[src/rtl/cascade_counter_pkg.sv]
// rtl/cascade_counter_pkg.sv - shared types and constants for cascade_counter
//
// Contents:
//   state_t   : RUN (counting) / SAT (secondary saturated, counters frozen)
//   DIR_UP    : sec_dir value that makes the secondary count up
//   DIR_DOWN  : sec_dir value that makes the secondary count down
package cascade_counter_pkg;

  typedef enum logic {
    RUN = 1'b0,
    SAT = 1'b1
  } state_t;

  localparam logic DIR_UP   = 1'b1;
  localparam logic DIR_DOWN = 1'b0;

endpackage

[src/rtl/mod_counter.sv]
// rtl/mod_counter.sv - modulo counter 0..max with load and registered wrap strobe
//
// Ports:
//   clk, reset  : clock (rising edge), asynchronous active-high reset
//   en          : advance this cycle (caller gates this with its own run state)
//   load        : synchronous load, wins over en
//   load_val    : value taken on load
//   max         : terminal value; counter runs 0..max
//   count       : current value
//   wrap        : registered pulse, counter wrapped on the previous edge
//   step        : this edge will wrap (used to step a following counter)
module mod_counter #(
  parameter int WIDTH = 4
) (
  input  logic             clk,
  input  logic             reset,
  input  logic             en,
  input  logic             load,
  input  logic [WIDTH-1:0] load_val,
  input  logic [WIDTH-1:0] max,
  output logic [WIDTH-1:0] count,
  output logic             wrap,
  output logic             step
);

  localparam logic [WIDTH-1:0] ONE = WIDTH'(1);

  // >= rather than == so a loaded value beyond max wraps on the next
  // enabled edge instead of running the long way round.
  logic at_term;
  assign at_term = (count >= max);
  assign step    = en && !load && at_term;

  always_ff @(posedge clk or posedge reset) begin
    if (reset) begin
      count <= '0;
      wrap  <= 1'b0;
    end else if (load) begin
      count <= load_val;
      wrap  <= 1'b0;
    end else if (en) begin
      if (at_term) begin
        count <= '0;
        wrap  <= 1'b1;
      end else begin
        count <= count + ONE;
        wrap  <= 1'b0;
      end
    end else begin
      wrap <= 1'b0;
    end
  end

endmodule

[src/rtl/cascade_counter.sv]
// rtl/cascade_counter.sv - two-stage cascaded counter, secondary steps per primary wrap
//
// Ports:
//   clk, reset    : clock (rising edge), asynchronous active-high reset
//   en            : advance primary this cycle
//   load          : synchronous load of both counters, leaves SAT
//   pri_load_val  : primary load value
//   sec_load_val  : secondary load value
//   pri_max       : primary terminal value (primary counts 0..pri_max)
//   sec_dir       : secondary direction, DIR_UP / DIR_DOWN
//   sec_sat       : 1 = secondary saturates at its bound, 0 = wraps
//   pri_count     : primary value
//   sec_count     : secondary value
//   pri_wrap      : registered pulse, primary wrapped on the previous edge
//   sec_wrap      : registered pulse, secondary wrapped on the previous edge
//   done          : high while saturated
module cascade_counter
  import cascade_counter_pkg::*;
#(
  parameter int                 WIDTH     = 4,
  parameter int                 SEC_WIDTH = 4,
  parameter logic [SEC_WIDTH-1:0] SEC_RESET = {SEC_WIDTH{1'b1}}
) (
  input  logic                 clk,
  input  logic                 reset,
  input  logic                 en,
  input  logic                 load,
  input  logic [WIDTH-1:0]     pri_load_val,
  input  logic [SEC_WIDTH-1:0] sec_load_val,
  input  logic [WIDTH-1:0]     pri_max,
  input  logic                 sec_dir,
  input  logic                 sec_sat,
  output logic [WIDTH-1:0]     pri_count,
  output logic [SEC_WIDTH-1:0] sec_count,
  output logic                 pri_wrap,
  output logic                 sec_wrap,
  output logic                 done
);

  localparam logic [SEC_WIDTH-1:0] SEC_ONE = SEC_WIDTH'(1);

  state_t               state, state_next;
  logic [SEC_WIDTH-1:0] sec_next;
  logic                 sec_wrap_next;
  logic                 pri_en;
  logic                 pri_step;
  logic                 at_bound;

  // In SAT the primary is frozen too, so its enable is gated by the state.
  assign pri_en = en && (state == RUN);

  mod_counter #(
    .WIDTH (WIDTH)
  ) u_pri (
    .clk      (clk),
    .reset    (reset),
    .en       (pri_en),
    .load     (load),
    .load_val (pri_load_val),
    .max      (pri_max),
    .count    (pri_count),
    .wrap     (pri_wrap),
    .step     (pri_step)
  );

  assign at_bound = (sec_dir == DIR_UP) ? (&sec_count) : (sec_count == '0);

  always_comb begin
    state_next    = state;
    sec_next      = sec_count;
    sec_wrap_next = 1'b0;
    if (load) begin
      state_next = RUN;
      sec_next   = sec_load_val;
    end else if (pri_step) begin
      if (!at_bound) begin
        sec_next = (sec_dir == DIR_UP) ? sec_count + SEC_ONE : sec_count - SEC_ONE;
      end else if (sec_sat) begin
        state_next = SAT;
      end else begin
        sec_next      = (sec_dir == DIR_UP) ? '0 : {SEC_WIDTH{1'b1}};
        sec_wrap_next = 1'b1;
      end
    end
  end

  always_ff @(posedge clk or posedge reset) begin
    if (reset) begin
      state     <= RUN;
      sec_count <= SEC_RESET;
      sec_wrap  <= 1'b0;
    end else begin
      state     <= state_next;
      sec_count <= sec_next;
      sec_wrap  <= sec_wrap_next;
    end
  end

  // done is a decode of the state register, so it stays a registered output.
  assign done = (state == SAT);

endmodule

[config.mk]
export PLATFORM = sky130hd
export DESIGN_NAME = cascade_counter
export DESIGN_NICKNAME = d
export VERILOG_FILES = /design/src/rtl/cascade_counter_pkg.sv /design/src/rtl/mod_counter.sv /design/src/rtl/cascade_counter.sv
export SDC_FILE = /design/constraint.sdc
export NUM_CORES = 1
export LEC_CHECK = 0
export BUFFER_PORTS_ARGS = -buffer_cell sky130_fd_sc_hd__buf_2
export CAP_MARGIN = 20
export CORE_MARGIN = 2
export CORE_UTILIZATION = 40
export DETAILED_ROUTE_END_ITERATION = 10
export GPL_ROUTABILITY_DRIVEN = 0
export HOLD_SLACK_MARGIN = 0.05
export PLACE_DENSITY_LB_ADDON = 0.15
export SYNTH_ARGS = -nofsm -noshare
export SYNTH_HDL_FRONTEND = slang
export SYNTH_SLANG_ARGS = --single-unit
[constraint.sdc]
create_clock -name clk -period 3.04 [get_ports clk]
set_input_delay 0.152 -clock clk [delete_from_list [all_inputs] [get_ports clk]]
set_output_delay 0.152 -clock clk [all_outputs]
set_load 0.03 [all_outputs]
==> metrics.md <==
| Metric | Value |
|---|---|
| Outcome | `finished, final reports clean` |
| Syn Std Cell Area | `790 um2` |
| Top-count cell post-synth | `inv_1` |
| RSZ-0062 raised after global routing | `no` |
| Die Ht | `48.4 um` |
| DR vias | `722` |
| DRT Wirelength | `1.66 mm` |
| Htree depth | `1` |
| R2R Setup Slk | `1.20 ns` |
| Post-Layout Inst Area | `roughly 990 um2` |
| WL/cell | `approximately 11 um` |
| Post-synth cell types | `30` |
| Post-synth top area cell | `dfrtp_1` |
| Gate Count Post-Synth | `87` |
| Final Cycle Share | `60.7%` |
| Gates resized, CTS repair | `0` |
| Vias in the first global route | `633` |
| CP Capture Type | `flop` |
| Worst Hold Endpoint | `sec_wrap` |
| Setup-failing EPs final | `0` |
| Root Driver | `clkbuf_4` |
| Clock skew | `0.00392 ns` |
| Relative slew margins | `68.4%` |
| R2r worst-path depth | `6` |
| FMAX | `542 MHz` |
| Sink Count | `11` |
| Clock tree from TritonCTS | `yes` |
| Port Buffers | `28` |
| Iteration-0 DRC Markers | `12` |
| Postcts setup bufs | `0` |
| Synth async-reset ratio | `100%` |
| Largest net degree at the start of global routing | `15` |
| VDD IR-drop max | `0.364 mV` |
| Area Overhead vs Synth | `26.0%` |
| Via density | `4.95` |
| Clock buffer depth | `2` |
| Synth top area share | `22.2%` |
| Row cnt | `16` |
| Final TNS setup | `0 ns` |
| Worst hold start | `sec_sat` |
| Initial Utilization | `41.5%` |
| Syn Area/Cell | `9.07 um2` |
| CP required | `3.26 ns` |
| Clock-pin slew on the worst setup and hold paths | `0.07 ns` |
| Post-DP HPWL | `1.34 mm` |
| Hold Path Stages | `2` |
| CTS Buf Count | `3` |
| Leak | `0.516 nW` |
| Placeable Area | `0.00190 mm2` |
| Register bit total from synthesis | `11` |
| Clk_lat worst skew | `0.27 ns` |
| Grt total ovfl | `0` |
| FF-to-FF End | `sec_count[1]` |
| Placed instance area | `958 um2` |
| N_diodes | `0` |
| Total power divided by cell area | `546 mW/mm2` |
| Leading cell types by count after synthesis | `inv_1 (13), a21oi_1 (8), o21ai_0 (8)` |
| WS Path Type | `reg -> reg` |
| Critical path peak fanout | `8` |
| Drt drc | `0` |
| Final hold vios | `0` |
| Reg2reg start | `u_pri.count[1]` |
| Setup crit start kind | `flop` |
| Number of synthesized flops with an enable pin | `0` |
| Syn Nets | `113` |
| Final slew viol count | `0` |
| Post-synthesis sequential area ratio | `35.5%` |
| Number of synthesis warnings | `0` |
| First-pass GRT wire length | `roughly 2.8 mm` |
| Nets@finish | `146` |
| Synth area leaders | `dfrtp_1 (22%), dfstp_2 (13%), ha_1 (11%)` |
| Total track usage | `15.3%` |
| Hold buffer count at CTS | `1` |
| Most used DFF post-synth | `dfrtp_1` |
| Die Area | `~0.0023 mm2` |
| Antenna-violating nets left | `0` |
| Die Width | `48.4 um` |
| I/O pin total | `29` |
| Worst hold path type | `in -> reg` |
| Worst-margin pin slew | `0.469 ns` |
| Share of cells above drive strength 1 | `33.6%` |
| WP data arrival | `approximately 2.1 ns` |
| Final worst path period need | `1.84 ns` |
| Max-cap violations | `0` |
| Antenna violations before repair | `0` |
| Router iterations before antenna repair | `4` |
[registers in the layout, summed over array words and instances, names as in the netlist]
| signal | cells |
|---|---|
| done | 1 |
| sec_wrap | 1 |
| sec_count | 4 |
| u_pri.count | 4 |
| u_pri.wrap | 1 |
[routing by layer]
layer  global-route usage, %  vias to the layer above  share of wire [%]
met3                    4.94                        5                5.7
met2                    21.5                       18                 45
met4                    5.71                        0                1.4
met1                    21.8                      321                 48
li1                        -                      378                  -
met5                       0                        -                  0
[cells in the final DEF, fill, tap and decap left out, drive strengths merged, types with 3 or more instances in the layout]
master and count:
nor2 7, nor3b 4, inv 13, nand2 4
clkbuf 4, dfstp 4, and3 3, a21oi 8
buf 28, dfrtp 7, ha 7, o21ai 8
[worst max-delay path, cell delays in order, from the launching register on]
cell and delay (ns):
dfrtp_1 0.43, ha_1 0.30, o211ai_1 0.11, o21ai_0 0.41, a31oi_4 0.20, a221oi_1 0.24, a21o_1 0.11
[final cells by class]
type	count	area, um2
Clock buffer	4	26.3
Fill cell	189	907
Inverter	13	48.8
Multi-Input combinational cell	62	455
Sequential cell	11	280
Tap cell	27	33.8
Timing Repair Buffer	29	150
[cell families after synthesis]
family / Yosys count / share of synthesized area (%)
buffers and inverters: 14 / 6.81
AND/OR/NAND/NOR: 23 / 16.3
flip-flops: 11 / 35.5
XOR/XNOR: 2 / 2.22
AO/OA/AOI/OAI: 29 / 25.5
adder cells (fa/ha/maj): 8 / 13.6
[how the worst max path moves through the flow]
stage,startpoint,endpoint,slack [ns],cells past startpoint
floorplan,u_pri.count[0],sec_count[3],1.15,7
global placement,u_pri.count[1],sec_count[1],1.24,6
detailed placement,u_pri.count[1],sec_count[1],1.20,6
CTS,u_pri.count[1],sec_count[1],1.18,6
global route,u_pri.count[0],sec_count[3],0.98,7
finish,u_pri.count[1],sec_count[1],1.20,6
[stage by stage]
| stage | std cells | power (mW) | hold WS [ns] | util [%] | setup WS (ns) |
|---|---|---|---|---|---|
| 4_1_cts | 146 | 0.548 | 0.0621 | 52.3 | 1.18 |
| 6_report | 146 | 0.543 | 0.0665 | 52.3 | 1.20 |
| 2_1_floorplan | 87 | 0.382 | 0.00158 | - | 1.15 |
| 3_3_place_gp | 141 | 0.445 | 0.172 | 50.4 | 1.24 |
| 3_5_place_dp | 141 | 0.447 | 0.170 | 50.4 | 1.20 |
| 5_1_grt | 146 | 0.586 | 0.0598 | 52.3 | 0.984 |
[power breakdown]
group          internal [mW]  total (mW)  switching, mW
combinational         0.0906       0.224          0.133
clock                 0.0509      0.0999         0.0490
sequential             0.183       0.220         0.0370
No activity file was read; power rests on OpenSTA's default activity.
